**config.mk**
```make
export PLATFORM = sky130hd
export DESIGN_NAME = parallel_serial_tx
export DESIGN_NICKNAME = d
export VERILOG_FILES = /design/src/rtl/s2p_pkg.sv /design/src/rtl/p2s_shifter.sv /design/src/rtl/parallel_serial_tx.sv
export SDC_FILE = /design/constraint.sdc
export NUM_CORES = 1
export LEC_CHECK = 0
export CAP_MARGIN = 20
export CORE_AREA = 4 4 41 43
export DETAILED_ROUTE_END_ITERATION = 7
export DIE_AREA = 0 0 45 47
export PLACE_DENSITY = 0.61
export SLEW_MARGIN = 20
export SYNTH_ARGS = -nofsm -noshare
export SYNTH_HDL_FRONTEND = slang
export SYNTH_SLANG_ARGS = --single-unit
```
**constraint.sdc**
```tcl
create_clock -name clk -period 1.2 [get_ports clk]
set_input_delay 0.12 -clock clk [delete_from_list [all_inputs] [get_ports clk]]
set_output_delay 0.12 -clock clk [all_outputs]
set_load 0.01 [all_outputs]
```
**src/rtl/s2p_pkg.sv**
```systemverilog
// Shared types for the serial link: FSM state encoding and default word width.
// Used by parallel_serial_tx and the serial-to-parallel receiver.
package s2p_pkg;

   localparam int DEFAULT_BITS = 4;

   typedef enum logic [1:0] {
      IDLE,
      SHIFT,
      PARITY
   } p2s_state_e;

endpackage

```
**src/rtl/p2s_shifter.sv**
```systemverilog
// BITS-wide shift register: parallel load, left shift with zero fill, MSB tap.
module p2s_shifter
   import s2p_pkg::*;
#(
   parameter int BITS = DEFAULT_BITS
) (
   input  logic            clk,
   input  logic            reset,
   input  logic            load_i,
   input  logic            shift_i,
   input  logic [BITS-1:0] data_i,
   output logic            msb_o
);

   logic [BITS-1:0] sr_q;
   logic [BITS-1:0] sr_d;

   // NOTE: sr_d gets a default before any branch so the block infers no latch.
   always_comb begin
      sr_d = sr_q;
      if (load_i) begin
         sr_d = data_i;
      end else if (shift_i) begin
         sr_d = {sr_q[BITS-2:0], 1'b0};
      end
   end

   // NOTE: sequential state is written with non-blocking assignments only.
   always_ff @(posedge clk) begin
      if (reset) begin
         sr_q <= '0;
      end else begin
         sr_q <= sr_d;
      end
   end

   assign msb_o = sr_q[BITS-1];

endmodule

```
**src/rtl/parallel_serial_tx.sv**
```systemverilog
// Parallel-to-serial transmitter, MSB first, with valid/ready word intake.
// Define P2S_PARITY_EN to append an even-parity bit to every frame.
module parallel_serial_tx
   import s2p_pkg::*;
#(
   parameter int BITS = DEFAULT_BITS
) (
   input  logic            clk,
   input  logic            reset,
   input  logic [BITS-1:0] parallel_in,
   input  logic            load,
   output logic            ready,
   output logic            serial_out,
   output logic            serial_valid,
   output logic            busy,
   output logic            done
);

   localparam int CNT_W = (BITS > 1) ? $clog2(BITS) : 1;
   localparam logic [CNT_W-1:0] LAST_CNT = CNT_W'(BITS - 1);

   p2s_state_e     state_q;
   logic [CNT_W-1:0] cnt_q;
   logic           last_bit;
   logic           frame_end;
   logic           accept;
   logic           shift_msb;

   assign last_bit = (state_q == SHIFT) && (cnt_q == LAST_CNT);

`ifdef P2S_PARITY_EN
   logic parity_q;
   assign frame_end = (state_q == PARITY);
`else
   assign frame_end = last_bit;
`endif

   // The final slot of a frame already accepts the next word: zero-gap streaming.
   assign ready        = (state_q == IDLE) || frame_end;
   assign accept       = load && ready;
   assign done         = frame_end;
   assign busy         = (state_q != IDLE);
   assign serial_valid = busy;

   p2s_shifter #(
      .BITS (BITS)
   ) u_shifter (
      .clk     (clk),
      .reset   (reset),
      .load_i  (accept),
      .shift_i (state_q == SHIFT),
      .data_i  (parallel_in),
      .msb_o   (shift_msb)
   );

   always_comb begin
      serial_out = 1'b0;
      if (state_q == SHIFT) begin
         serial_out = shift_msb;
      end
`ifdef P2S_PARITY_EN
      if (state_q == PARITY) begin
         serial_out = parity_q;
      end
`endif
   end

   always_ff @(posedge clk) begin
      if (reset) begin
         state_q  <= IDLE;
         cnt_q    <= '0;
`ifdef P2S_PARITY_EN
         parity_q <= 1'b0;
`endif
      end else if (accept) begin
         state_q  <= SHIFT;
         cnt_q    <= '0;
`ifdef P2S_PARITY_EN
         parity_q <= ^parallel_in;
`endif
      end else begin
         case (state_q)
            SHIFT: begin
               if (last_bit) begin
`ifdef P2S_PARITY_EN
                  state_q <= PARITY;
`else
                  state_q <= IDLE;
`endif
               end else begin
                  cnt_q <= cnt_q + 1'b1;
               end
            end
            default: state_q <= IDLE;
         endcase
      end
   end

endmodule

```
==> flow_summary.toml, run 1 <==
[place]
dp_hpwl_um = 632
port_buffers = 11
gp_congestion = 0.655

[grt]
grt_max_degree = 11
grt_antenna_before_repair = 0
grt_pass1_vias = 315
grt_pass1_wl_um = 1200
grt_overflow_total = 0
grtUsageTotal = 0.0821

[logic_synthesis]
yosys.area.top_type_share = 0.380
avgSynthCellArea_um2 = 9.00
synth_nets = 49
async_flop_share = 0
ys_seq_area_frac = 0.380
synth_top_area_cell = "dfxtp_1"
yosysUniqueCellTypes = 23
ys_seq_elements = 7
synth_area_leaders = "dfxtp_1 38%, a211oi_1 6.1%, a21oi_1 4.1%"
syn_inst = 41
yosys_warnings = 0
synth_edf_count = 0
synth_ff_type = "dfxtp_1"
syn-cell-area_um2 = 369

[power]
p_leak_uw = 0.000254
power_uw = 602
p_per_area_nw_per_um2 = 1000
ir_drop_v = 0.000442

[clock_tree]
cts_sinks = 7
clkTransAtPathRegs_ns = 0.05
cts-root-buf = "clkbuf_4"
post_cts_buffers = 0
cts_buffers = 3
clk_path_buf_depth = 2
postCtsHoldBufs = 0
cts_tree = "done"
worstSkewPairLatency_ns = 0.25
htree_num_levels = 1

[sta]
worstMarginPinSlew_ns = 0.298
final-setup-viol-count = 1
fin_crit_ns = 1.25
drv_slew = 0
period_share = 1.04
clock_skew_ns = 0.00135
holdWs_ns = 0.519
rsz0062_at_grt = "yes"
finalHoldViolations = 0
max_freq_mhz = 801
setup_ws_ns = -0.0492
max_slew_margin = 0.801

[cells_and_area]
nets = 72
area_delta_synth_final_pct = 62.7
layout-drive-gt1-share = 0.381
final_common_cell = "buf_4"
antenna_cells = 0
final_cell_mix = "8 x buf_4, 6 x clkdlybuf4s50_1, 4 x dfxtp_1"

[worst_setup_path]
crit_path_start_kind = "register"
path_class = "register to output pin"
worstPathArrival_ns = 1.13
path_max_fanout = 2
crit_required_ns = 1.08
cp-end-kind = "output pin"

[floorplanning]
core_region_area_um2 = 1300
die_h_um = 47
rows = 13
start_util = 0.284
fp.dieW_um = 45
top_level_ports = 12
die-area_um2 = 2120

[routing]
drt_first_pass_iters = 4
vias = 355
drc_errors = 0
routed_wl_um = 843
drt-initial-drc-count = 3
ant_nets = 0
vias_per_cell = 4.55
wl_per_cell_um = 10.8

[outcome]
violations = "negative setup slack"
status = "finished, violations left"

[min_path]
hold_class = "register to register"

[flow_run]
drv_cap = 0
==> report_power, final <==
| part | internal, uW | switching, uW | total [uW] | leakage (uW) |
|---|---|---|---|---|
| combinational | 77.8 | 53.4 | 131 | 0.000180 |
| sequential | 250 | 12.5 | 262 | 0.0000591 |
| clock | 127 | 82.4 | 209 | 0.0000150 |
==> Yosys cell counts (all sizes together) (2+ instances only) <==
| master | instances |
|---|---|
| inv | 2 |
| nor2b | 2 |
| a211oi | 3 |
| dfxtp | 7 |
| buf | 2 |
| and2 | 3 |
| nand2 | 2 |
| nand3 | 3 |
| a21oi | 3 |
| nor3 | 2 |
| o22ai | 2 |
| nor2 | 3 |
==> cell type report <==
type / count / area, um^2
fillers: 146 / 701
multi-input cells: 30 / 219
repair buffers: 20 / 180
flip-flops and latches: 7 / 146
clock buffers: 4 / 26.3
well taps: 15 / 18.8
inverters: 2 / 10.0
==> stage by stage <==
stage	area (um^2)	util	setup TNS, ns	setup slack, ns	std cells
final	601	0.462	-0.0492	-0.0492	78
after CTS	596	0.458	-0.0935	-0.0625	78
after floorplan	369	-	0	0.123	41
after detailed placement	547	0.420	-0.554	-0.208	74
after global routing	601	0.462	-0.121	-0.0901	78
after global placement	547	0.420	-0.508	-0.186	74
==> logic make-up after synthesis <==
group / count (synthesis) / share of synthesized area
flops: 7 / 0.380
fa+ha+maj: 1 / 0.0339
simple gates: 18 / 0.298
buf+inv: 4 / 0.0780
compound gates: 10 / 0.183
mux: 1 / 0.0271
==> worst max-delay path: stages, from the launching register on <==
cell and delay (ns):
dfxtp_2 0.33, ha_4 0.16, and2b_4 0.26, inv_4 0.03
buf_6 0.11
==> flip-flops by register name, summed over array words and instances (netlist names) <==
| register | count |
|---|---|
| u_shifter.sr_q | 4 |
| cnt_q | 2 |
| state_q | 1 |
==> layer usage <==
layer,share of wire,vias up,routed length (um),track usage
met5,0,-,0,0
met4,0,0,0,0.0702
met3,0.088,0,74,0.0230
met2,0.44,12,370,0.138
met1,0.47,153,398,0.0841
li1,-,190,-,-
==> repair_timing <==
| item | in CTS | in global routing |
|---|---|---|
| pin swaps | 0 | 1 |
| endpoints found under the setup margin | 5 | 3 |
| resized for setup | 21 | 1 |
| endpoints found under the hold margin | 0 | 0 |
==> worst paths after layout <==
check	startpoint	to	slack (ns)	depth (start not counted)
setup / recovery	cnt_q[0]	ready	-0.05	4
hold reg to reg	u_shifter.sr_q[2]	u_shifter.sr_q[3]	0.52	2
setup reg to reg	cnt_q[0]	cnt_q[1]	0.05	6
hold / removal	u_shifter.sr_q[2]	u_shifter.sr_q[3]	0.52	2
Note: power is estimated with default switching activity, not from simulation.
==> inputs of run 2 (changes only) <==
--- a/config.mk
+++ b/config.mk
@@ -6,10 +6,12 @@
 export NUM_CORES = 1
 export LEC_CHECK = 0
 export CAP_MARGIN = 20
-export CORE_AREA = 4 4 41 43
+export CELL_PAD_IN_SITES_DETAIL_PLACEMENT = 2
+export CELL_PAD_IN_SITES_GLOBAL_PLACEMENT = 2
+export CORE_MARGIN = 4
+export CORE_UTILIZATION = 24
 export DETAILED_ROUTE_END_ITERATION = 7
-export DIE_AREA = 0 0 45 47
-export PLACE_DENSITY = 0.61
+export PLACE_DENSITY = 0.81
 export SLEW_MARGIN = 20
 export SYNTH_ARGS = -nofsm -noshare
 export SYNTH_HDL_FRONTEND = slang
==> flow_summary.toml, run 2 (same netlist as run 1, synthesis figures left out) <==
[outcome]
status = "finished, violations left"
violations = "negative setup slack"

[power]
ir_drop_v = 0.000484
power_uw = 647
p_per_area_nw_per_um2 = 981
p_leak_uw = 0.000271

[worst_setup_path]
path_max_fanout = 2
endpoint = "ready"
worst_r2r_endpoint = "u_shifter.sr_q[3]"
reg2reg_slack_ns = -0.06
rr_startpoint = "cnt_q[0]"
crit_required_ns = 1.08
path_class = "register to output pin"
startpoint = "cnt_q[0]"
crit_path_start_kind = "register"
cp-end-kind = "output pin"
worstPathArrival_ns = 1.14
reg2reg_depth = 6

[min_path]
hold_class = "register to register"
min_path_cells = 2

[place]
dp_cells = 74
gp_congestion = 0.697
port_buffers = 11
dp_hpwl_um = 864

[grt]
grt_pass1_wl_um = 2080
grt_pass1_vias = 466
grt_overflow_total = 0
grt_antenna_before_repair = 0
grtUsageTotal = 0.142
grt_max_degree = 11

[sta]
fin_crit_ns = 1.26
finalHoldViolations = 0
clock_skew_ns = 0.00230
tns_ns = -0.222
drv_slew = 0
max_slew_margin = 0.772
setup_ws_ns = -0.0625
rsz0062_at_grt = "yes"
worstMarginPinSlew_ns = 0.341
max_freq_mhz = 792
period_share = 1.05
final-setup-viol-count = 5

[cells_and_area]
final_cells = 79
layout-drive-gt1-share = 0.516
regMostFlops = "u_shifter.sr_q"
antenna_cells = 0
area_delta_synth_final_pct = 78.6
largest_reg_flops = 4
reg.largest.list = "u_shifter.sr_q: 4 flops, cnt_q: 2 flops, state_q: 1 flops"
nets = 73
final_cell_mix = "9 x buf_4, 6 x clkdlybuf4s50_1, 4 x dfxtp_1"
final_common_cell = "buf_4"

[routing]
drc_errors = 0
vias = 393
drt_first_pass_iters = 1
vias_per_cell = 4.97
wl_per_cell_um = 15.6
ant_nets = 0
routed_wl_um = 1230
drt-initial-drc-count = 0

[floorplanning]
core_region_area_um2 = 1370
fp.dieW_um = 47.2
rows = 13
top_level_ports = 12
die_h_um = 47.2
start_util = 0.270
die-area_um2 = 2230

[clock_tree]
worstSkewPairLatency_ns = 0.26
clk_path_buf_depth = 2
htree_num_levels = 1
clkTransAtPathRegs_ns = 0.06
cts_buffers = 3
cts_sinks = 7
cts_tree = "done"
cts-root-buf = "clkbuf_4"

[flow_run]
drv_cap = 0
-- run 2: changes by cell type in the layout (fill, tap and decap cells not counted), moves of 2 or more --
cell / previous run / this run
dlygate4sd2_1: 3 / 1
clkdlybuf4s15_1: 0 / 2
nand2_1: 2 / 0
o22ai_1: 2 / 0
a21oi_1: 3 / 1
a21oi_2: 0 / 2
-- run 2: worst max-delay path, cell delays in order (launching register included) --
cell and delay, ns:
dfxtp_2 0.33, ha_4 0.15, and2b_4 0.26, inv_4 0.04, buf_6 0.11
-- run 2: worst min-delay path by stage --
stage                   endpoint              start  slack [ns]
4_1_cts        u_shifter.sr_q[1]     parallel_in[1]        0.51
6_report       u_shifter.sr_q[1]  u_shifter.sr_q[0]        0.52
2_1_floorplan           cnt_q[0]              reset        0.19
3_3_place_gp   u_shifter.sr_q[2]  u_shifter.sr_q[1]        0.51
3_5_place_dp   u_shifter.sr_q[3]  u_shifter.sr_q[2]        0.51
5_1_grt        u_shifter.sr_q[1]     parallel_in[1]        0.54
-- run 2: what timing repair did --
item                                    in CTS  in global routing
hold buffers                                 0                  0
pin swaps                                    3                  2
endpoints found under the setup margin       8                  9
buffers inserted                             2                  0
gates resized for setup                     23                 12
-- run 2: power by group --
part / switching, uW / total, uW / internal, uW
registers: 14.3 / 265 / 250
clock network: 96.5 / 224 / 128
logic: 68.3 / 159 / 90.3
total: 179 / 647 / 468
-- run 2: per-stage QoR --
| step | setup WS [ns] | utilization | instance area (um^2) | hold slack [ns] |
|---|---|---|---|---|
| 3_5_place_dp | -0.225 | 0.400 | 547 | 0.513 |
| 6_report | -0.0625 | 0.483 | 659 | 0.520 |
| 5_1_grt | -0.110 | 0.483 | 659 | 0.536 |
| 4_1_cts | -0.0753 | 0.449 | 613 | 0.506 |
| 3_3_place_gp | -0.174 | 0.400 | 547 | 0.506 |
| 2_1_floorplan | 0.123 | - | 369 | 0.189 |
-- run 2: metal layers --
metal  GRT usage  part of all wire  up-vias
met5           0                 0        -
met3      0.0613             0.055        2
met2       0.287              0.59       11
met4      0.0497            0.0065        0
met1       0.120              0.35      191
li1            -                 -      189
-- run 2: area by class of cell --
type | instances | area (um^2)
Clock buffer | 4 | 26.3
Fill cell | 154 | 707
Inverter | 2 | 10.0
Multi-Input combinational cell | 30 | 270
Sequential cell | 7 | 144
Tap cell | 15 | 18.8
Timing Repair Buffer | 21 | 190
==> inputs of run 3 (changes only) <==
--- a/config.mk
+++ b/config.mk
@@ -5,13 +5,14 @@
 export SDC_FILE = /design/constraint.sdc
 export NUM_CORES = 1
 export LEC_CHECK = 0
-export CAP_MARGIN = 20
+export ABC_AREA = 1
 export CELL_PAD_IN_SITES_DETAIL_PLACEMENT = 2
 export CELL_PAD_IN_SITES_GLOBAL_PLACEMENT = 2
+export CORE_ASPECT_RATIO = 1.25
 export CORE_MARGIN = 4
-export CORE_UTILIZATION = 24
+export CORE_UTILIZATION = 21
 export DETAILED_ROUTE_END_ITERATION = 7
-export PLACE_DENSITY = 0.81
+export PLACE_DENSITY = 0.79
 export SLEW_MARGIN = 20
 export SYNTH_ARGS = -nofsm -noshare
 export SYNTH_HDL_FRONTEND = slang
==> flow_summary.toml, run 3 <==
[sta]
fin_crit_ns = 1.17
drv_slew = 0
setup_ws_ns = 0.0322
finalHoldViolations = 0
clock_skew_ns = 0.00236
final-setup-viol-count = 0
max_freq_mhz = 856
worstMarginPinSlew_ns = 0.203
rsz0062_at_grt = "yes"
period_share = 0.973
max_slew_margin = 0.864

[place]
dp_slack_ns = -0.114
port_buffers = 11
postPlaceCellArea_um2 = 533
gp_congestion = 0.732
dp_cells = 88
dp_hpwl_um = 941

[grt]
grtUsageTotal = 0.124
grt_overflow_total = 0
grt_antenna_before_repair = 0
grt_max_degree = 8
grt_pass1_vias = 438
grt_pass1_wl_um = 2090

[cells_and_area]
regMostFlops = "u_shifter.sr_q"
fillers = 205
antenna_cells = 0
layout-drive-gt1-share = 0.368
fin_util = 0.381
area_delta_synth_final_pct = 66.6
design_area_um2 = 611
final_cells = 94
final_cell_mix = "16 x nand2_1, 8 x nor2_1, 7 x buf_4, 6 x clkdlybuf4s50_1"
largest_reg_flops = 4
final_common_cell = "nand2_1"
nets = 85
reg.largest.list = "u_shifter.sr_q: 4 flops, cnt_q: 2 flops, state_q: 1 flops"

[logic_synthesis]
synth_area_leaders = "dfxtp_1 38%, nand2_1 16%, nor2_1 10%"
synth_nets = 62
ys_top_cells_by_count = "16 x nand2_1, 10 x nor2_1, 7 x dfxtp_1"
avgSynthCellArea_um2 = 6.79
synth_top_area_cell = "dfxtp_1"
synthMostInstantiatedCell = "nand2_1"
async_flop_share = 0
synth_ff_type = "dfxtp_1"
syn-cell-area_um2 = 367
yosys.area.top_type_share = 0.382
ys_seq_area_frac = 0.382
syn_inst = 54
yosysUniqueCellTypes = 15
yosys_warnings = 0
synth_edf_count = 0
ys_seq_elements = 7

[floorplanning]
rows = 16
core_region_area_um2 = 1600
die-area_um2 = 2480
start_util = 0.229
top_level_ports = 12
die_h_um = 54.7
fp.dieW_um = 45.4

[power]
p_seq_frac = 0.404
p_leak_uw = 0.000291
p_per_area_nw_per_um2 = 1050
p_clk_frac = 0.379
netSwitchingFraction = 0.303
p_switching_uw = 193
ir_drop_v = 0.000622
power_uw = 639
intPower_uw = 446
comb_power_share = 0.217

[routing]
drt_first_pass_iters = 2
vias_per_cell = 4.52
wl_per_cell_um = 14.0
drt-initial-drc-count = 3
vias = 425
drc_errors = 0
ant_nets = 0
routed_wl_um = 1310

[worst_setup_path]
worstPathArrival_ns = 1.37
crit_required_ns = 1.41
cp-end-kind = "register"
worst_r2r_endpoint = "u_shifter.sr_q[0]"
reg2reg_slack_ns = 0.03
startpoint = "cnt_q[0]"
crit_path_start_kind = "register"
path_class = "register to register"
rr_startpoint = "cnt_q[0]"
path_max_fanout = 4
reg2reg_depth = 6

[clock_tree]
postCtsHoldBufs = 0
cts-root-buf = "clkbuf_4"
cts_tree = "done"
clkTransAtPathRegs_ns = 0.06
cts_sinks = 7
cts_buffers = 3
clk_path_buf_depth = 2
htree_num_levels = 1
worstSkewPairLatency_ns = 0.27

[min_path]
min_path_cells = 3
hold_path_end = "u_shifter.sr_q[0]"
hold_class = "input port to register"
worst_hold_startpoint = "parallel_in[0]"

[outcome]
status = "complete, no violations"

[flow_run]
drv_cap = 0
==> run 3: cell types whose count changed after synthesis, sizes merged, moves of 3 or more <==
cell / change
inv: +4
a211oi: -3
nand2: +15
nor2: +8
and2: -3
==> run 3: how the worst max path moves through the flow <==
stage	to	slack, ns
after floorplan	u_shifter.sr_q[2]	0.11
after global placement	cnt_q[0]	-0.04
after detailed placement	ready	-0.11
after CTS	cnt_q[0]	0.02
after global routing	u_shifter.sr_q[2]	-0.04
final	u_shifter.sr_q[0]	0.03
==> run 3: layer usage <==
layer / GRT usage / routed length, um / part of all wire / vias up
met4: 0.102 / 53 / 0.040 / 0
met5: 0 / 0 / 0 / -
met2: 0.208 / 677 / 0.52 / 15
met3: 0.00987 / 61 / 0.046 / 4
met1: 0.141 / 520 / 0.40 / 198
li1: - / - / - / 208
==> run 3: cell families (layout without fill, tap and decap cells) <==
family | after synthesis | count (layout) | synth area share
AO/OA/AOI/OAI | 4 | 4 | 0.0751
flip-flops | 7 | 7 | 0.382
buffers and inverters | 8 | 30 | 0.113
adder cells (fa/ha/maj) | 1 | 1 | 0.0341
XOR/XNOR | 1 | 1 | 0.0239
AND/OR/NAND/NOR | 33 | 33 | 0.372
==> run 3: power by group through the flow <==
stage                     Clock, uW  Sequential [uW]  Combinational [uW]
after floorplan                   0              259                60.4
after global placement            0              261                 123
after detailed placement          0              262                 127
after CTS                       238              258                 125
after global routing            261              260                 154
final                           242              258                 139
==> run 3: layout make-up <==
cell class / count / area, um^2 / share of cell area
Tap cell: 18 / 22.5 / 0.0369
Clock buffer: 4 / 26.3 / 0.0430
Multi-Input combinational cell: 39 / 216 / 0.355
Timing Repair Buffer: 20 / 171 / 0.281
Sequential cell: 7 / 149 / 0.244
Inverter: 6 / 25.0 / 0.0410
==> run 3: critical path: stages, from the launching register on <==
cell and delay (ns):
dfxtp_2 0.36, ha_4 0.15, inv_4 0.04, buf_6 0.11, a21oi_4 0.20, nand2_1 0.11
a21oi_2 0.14
==> run 3: timing repair <==
item                                    CTS  global route
setup buffers                             0             2
gates resized for setup                  18             9
pin swaps                                 0             3
endpoints found under the setup margin   11             7
==> run 3: stage by stage <==
stage                     TNS, ns  hold WS [ns]
after floorplan                 0         0.182
after global placement     -0.238         0.468
after detailed placement   -0.692         0.470
after CTS                       0         0.454
after global routing       -0.100         0.498
final                           0         0.475
==> patch 1, RTL diff (settings of run 3) <==
Set the package constant `DEFAULT_BITS` to 8 (it was 4).
--- a/src/rtl/s2p_pkg.sv
+++ b/src/rtl/s2p_pkg.sv
@@ -2,7 +2,7 @@
 // Used by parallel_serial_tx and the serial-to-parallel receiver.
 package s2p_pkg;
 
-   localparam int DEFAULT_BITS = 4;
+   localparam int DEFAULT_BITS = 8;
 
    typedef enum logic [1:0] {
       IDLE,
Interface: changed (resized parallel_in); port bits go from 12 to 16. The function was not compared with the original's and may differ.
==> patch 1 against run 3 <==
  * The run now ends with setup timing left
  * Sequential cell count increased by 5
  * Synthesized area increased by 110%
  * Worst setup slack got worse by 0.17 ns
  * Final area increased by 100%
  * Wire length increased by 76%
  * Sequential power increased by 74%
  * Critical path depth unchanged
  * Global-route usage decreased by 1.5 points
  * Total power increased by 90%
  * Critical path type is now flop to primary output
==> patch 1: results (changes against run 3) <==
\begin{tabular}{lr}
\hline
Metric & Value \\
\hline
\multicolumn{2}{l}{\textbf{Place}} \\
\quad Detailed-placement wirelength estimate & 1520 um (+62\%) \\
\quad Placed Cells & 153 (+74\%) \\
\quad Routability congestion estimate & 0.746 (+1.9\%) \\
\multicolumn{2}{l}{\textbf{Global route}} \\
\quad Global-route wire length before repair & 3590 um (+72\%) \\
\quad Global-route track usage on met1 & 11.2\% (-2.9 points) \\
\quad Vias in the first global route & 781 (+78\%) \\
\quad Met3 GRT Util & 1.69\% (+0.71 points) \\
\quad Met2 demand-to-capacity share in global routing & 21.0\% (+0.20 points) \\
\multicolumn{2}{l}{\textbf{Timing}} \\
\quad Worst setup margin & -0.137 ns (-0.170 ns) \\
\quad Actual transition at the worst max-transition pin & 0.230 ns (+0.0268 ns) \\
\quad Total of endpoints with negative setup slack in the final report & 12 (+12) \\
\multicolumn{2}{l}{\textbf{Drt}} \\
\quad Met3 wire length & 99 um (+62\%) \\
\quad Violation count after the first detailed-route iteration & 4 (+1) \\
\quad Total length of routed wires & 2310 um (+76\%) \\
\multicolumn{2}{l}{\textbf{Yosys}} \\
\quad Commonest cells in the synthesized netlist & sky130\_fd\_sc\_hd\_\_dfxtp\_1 (12), sky130\_fd\_sc\_hd\_\_inv\_1 (12), sky130\_fd\_sc\_hd\_\_nand2\_1 (12), sky130\_fd\_sc\_hd\_\_nor2\_1 (12), sky130\_fd\_sc\_hd\_\_nand3\_1 (9) \\
\quad Leading cell types by total area after synthesis & sky130\_fd\_sc\_hd\_\_dfxtp\_1 (32\%), sky130\_fd\_sc\_hd\_\_o21ai\_2 (8.1\%), sky130\_fd\_sc\_hd\_\_nand3\_1 (5.9\%), sky130\_fd\_sc\_hd\_\_inv\_1 (5.9\%), sky130\_fd\_sc\_hd\_\_nand2\_1 (5.9\%) \\
\quad Syn Area/Cell & 7.84 sq um (+16\%) \\
\quad Sequential cell area fraction in the yosys report & 31.6\% (-6.6 points) \\
\quad Number of distinct library cells after synthesis & 21 (+6) \\
\multicolumn{2}{l}{\textbf{Cells and area}} \\
\quad Top Registers & u\_shifter.sr\_q x8, cnt\_q x3, state\_q x1 \\
\quad Share of final-layout standard cells stronger than drive strength 1 & 55.7\% (+19 points) \\
\quad Number of nets in the final layout & 136 (+60\%) \\
\multicolumn{2}{l}{\textbf{Pwr}} \\
\quad Leakage & 0.000510 uW (+75\%) \\
\quad Largest vdd supply drop & 0.465 mV (-25\%) \\
\multicolumn{2}{l}{\textbf{Clock tree}} \\
\quad Cell at the root of the clock tree & sky130\_fd\_sc\_hd\_\_clkbuf\_8 \\
\multicolumn{2}{l}{\textbf{Status}} \\
\quad Run status & complete, but fails checks \\
\quad Violations in the final reports & setup timing \\
\multicolumn{2}{l}{\textbf{Critical path}} \\
\quad Max Fanout on Critical Path & 2 (-2) \\
\hline
\end{tabular}
==> patch 1: final timing paths <==
path                          start                end  slack, ns  depth (start not counted)
hold / removal       parallel_in[0]  u_shifter.sr_q[0]       0.45                          3
hold reg to reg   u_shifter.sr_q[0]  u_shifter.sr_q[0]       0.49                          2
setup reg to reg           cnt_q[1]  u_shifter.sr_q[7]      -0.14                          9
setup / recovery           cnt_q[1]               done      -0.14                          6
==> patch 1: stage by stage <==
stage | setup WS (ns) | util [%] | setup TNS [ns] | total power (uW) | cell area (sq um)
after CTS | -0.139 | 32.8 | -1.35 | 1210 | 1140
final | -0.137 | 35.3 | -1.21 | 1220 | 1230
after floorplan | -0.0102 | - | -0.0102 | 629 | 788
after global placement | -0.150 | 29.1 | -1.34 | 713 | 1010
after detailed placement | -0.190 | 29.1 | -1.90 | 727 | 1010
after global routing | -0.217 | 35.3 | -1.94 | 1300 | 1230
==> patch 1: final cells by class <==
| class | count | area [sq um] |
|---|---|---|
| Sequential cell | 12 | 246 |
| Multi-Input combinational cell | 64 | 494 |
| Fill cell | 393 | 2250 |
| Inverter | 15 | 63.8 |
| Tap cell | 39 | 48.8 |
| Clock buffer | 4 | 55.1 |
| Timing Repair Buffer | 27 | 322 |
==> patch 1: where the power goes <==
part           switching, uW  internal [uW]  total (uW)
Sequential              23.4            427         450
Combinational            158            164         322
Clock                    154            290         444
Total                    336            881        1220
==> patch 1: logic make-up after synthesis <==
kind of cell               share of synthesized area [%]
AOI/OAI and AO/OA                                   17.1
xor gates and xnor gates                            1.15
adders and majority gates                           3.29
buffers and inverters                               17.6
DFF                                                 31.6
and+or+nand+nor                                     29.3
==> patch 1: what timing repair did <==
action,4_1_cts,5_1_grt
pin swaps,11,7
setup endpoints to repair,16,14
gates resized for setup,26,14
gates cloned,1,1
setup buffers,1,1
==> patch 2, RTL diff (flow settings as in run 3) <==
Without the edit above. Make the reset (`reset`) asynchronous in 2 clocked blocks.
--- a/src/rtl/p2s_shifter.sv
+++ b/src/rtl/p2s_shifter.sv
@@ -26,7 +26,7 @@
    end
 
    // NOTE: sequential state is written with non-blocking assignments only.
-   always_ff @(posedge clk) begin
+   always_ff @(posedge clk or posedge reset) begin
       if (reset) begin
          sr_q <= '0;
       end else begin
--- a/src/rtl/parallel_serial_tx.sv
+++ b/src/rtl/parallel_serial_tx.sv
@@ -65,7 +65,7 @@
 `endif
    end
 
-   always_ff @(posedge clk) begin
+   always_ff @(posedge clk or posedge reset) begin
       if (reset) begin
          state_q  <= IDLE;
          cnt_q    <= '0;
Function: differs if reset is asserted again (counterexample within 4 cycles, from zero or initial values and one cycle with reset high); with reset held inactive, the same outputs for 10 cycles.
==> patch 2 against run 3 <==
  * Wire length up 1.2%
  * Via count down 1.9%
  * Sequential cell count unchanged
  * Synthesized area up 6.1%
  * Worst setup slack worse by 0.027 ns
  * Final area up 11%
  * Core utilization up 0.22 points
  * Highest routed layer unchanged
Power is not compared: it rests on default switching activity, and its combinational part moved more than twofold at a synthesized area within 25%.
==> patch 2: results (changes against run 3) <==
\begin{tabular}{lr}
\hline
Metric & Value \\
\hline
\multicolumn{2}{l}{\textbf{Status}} \\
\quad Run status & finished clean \\
\multicolumn{2}{l}{\textbf{Drt}} \\
\quad Sum of met2 wire segment lengths after detailed routing & 806 um (+19\%) \\
\quad Violation count after the first detailed-route iteration & 1 (-2) \\
\quad Total DRC errors in the routed layout & 0 (unchanged) \\
\quad Met1 routed wirelength after detailed routing & 436 um (-16\%) \\
\quad Final routed wire length divided by cell count & 14.1 um (+1.2\%) \\
\quad Met3 wire length & 50 um (-18\%) \\
\quad Average vias per placed instance & 4.44 (-1.9\%) \\
\multicolumn{2}{l}{\textbf{Cells and area}} \\
\quad Number of nets in the final layout & 84 (-1.2\%) \\
\quad Share of final-layout standard cells stronger than drive strength 1 & 46.7\% (+9.8 points) \\
\multicolumn{2}{l}{\textbf{Yosys}} \\
\quad Most used DFF post-synth & sky130\_fd\_sc\_hd\_\_dfrtp\_1 \\
\quad Share of synthesized cell area in full adder, half adder and majority cells & 3.22\% (-0.20 points) \\
\quad Xor and xnor fraction of the mapped netlist area & 0\% (-2.4 points) \\
\quad Synth Area in Compound Gates & 2.25\% (-5.3 points) \\
\quad Share of the synthesized area in the top cell type & 45.0\% (+6.8 points) \\
\quad Number of nets in the synthesized netlist & 56 (-9.7\%) \\
\quad Number of distinct library cells after synthesis & 13 (-2) \\
\quad Proportion of register bits with asynchronous set or reset after synthesis & 100\% (+100 points) \\
\quad Sequential cell area fraction in the yosys report & 45.0\% (+6.8 points) \\
\quad Leading cell types by total area after synthesis & sky130\_fd\_sc\_hd\_\_dfrtp\_1 (45\%), sky130\_fd\_sc\_hd\_\_nand2\_1 (13\%), sky130\_fd\_sc\_hd\_\_nand3\_2 (7.7\%), sky130\_fd\_sc\_hd\_\_inv\_1 (7.7\%), sky130\_fd\_sc\_hd\_\_nand3\_1 (6.4\%) \\
\multicolumn{2}{l}{\textbf{Global route}} \\
\quad Global-route wire length before repair & 2050 um (-2.0\%) \\
\quad Vias in the first global route & 452 (+3.2\%) \\
\quad Total routing resource utilization after global routing & 11.5\% (-0.88 points) \\
\multicolumn{2}{l}{\textbf{Place}} \\
\quad Detailed-placement wirelength estimate & 1010 um (+7.1\%) \\
\quad Area after DPL & 576 sq um (+8.0\%) \\
\quad Routability congestion estimate & 0.690 (-5.6\%) \\
\multicolumn{2}{l}{\textbf{Critical path}} \\
\quad Data arrival time of the critical path & 1.07 ns (-0.30 ns) \\
\quad Max Fanout on Critical Path & 3 (-1) \\
\multicolumn{2}{l}{\textbf{Timing}} \\
\quad Actual transition at the worst max-transition pin & 0.300 ns (+0.0968 ns) \\
\hline
\end{tabular}
==> patch 2: routing by layer <==
metal	track usage, %	up-vias
met5	0	-
met1	10.2	205
met2	21.1	9
met4	7.32	0
met3	2.91	5
li1	-	198
==> patch 2: path summary, 6_finish.rpt <==
kind	start	endpoint	slack, ns	cells past startpoint
setup reg to reg	cnt_q[1]	u_shifter.sr_q[3]	0.06	6
max in group asynchronous	reset	state_q[0]	0.85	2
hold / removal	reset	cnt_q[0]	0.10	2
min in group clk	parallel_in[0]	u_shifter.sr_q[0]	0.42	3
setup / recovery	cnt_q[1]	ready	0.005	4
hold reg to reg	u_shifter.sr_q[0]	u_shifter.sr_q[0]	0.50	2
==> patch 2: area by class of cell <==
cell class              count  area (sq um)  share of cell area, %
clock buffers               3          22.5                   3.33
inverters                   9          36.3                   5.36
repair buffers             24           218                   32.2
clock inverters             1          5.00                  0.739
well taps                  19          23.8                   3.51
multi-input cells          31           195                   28.8
flip-flops and latches      7           176                   26.1
==> patch 2: worst max-delay path, stage by stage (launching register included) <==
cell,delay (ns)
sky130_fd_sc_hd__dfrtp_1,0.41
sky130_fd_sc_hd__ha_4,0.19
sky130_fd_sc_hd__inv_4,0.05
sky130_fd_sc_hd__nand2_4,0.04
sky130_fd_sc_hd__buf_6,0.11
==> patch 2: repair_timing <==
action	in CTS	in global routing
setup buffers	3	2
hold endpoints to repair	0	0
pin swaps	1	5
resized for setup	16	11
endpoints found under the setup margin	9	7
hold buffers	0	0
==> patch 2: metrics by stage <==
step           cells  setup WS [ns]  power, uW  utilization, %
6_report          94        0.00522       1620            38.3
5_1_grt           94        -0.0418       1760            38.3
4_1_cts           92        -0.0265       1490            35.5
3_5_place_dp      85         -0.184       1190            32.6
3_3_place_gp      85         -0.117       1120            32.6
2_1_floorplan     48          0.122        784               -
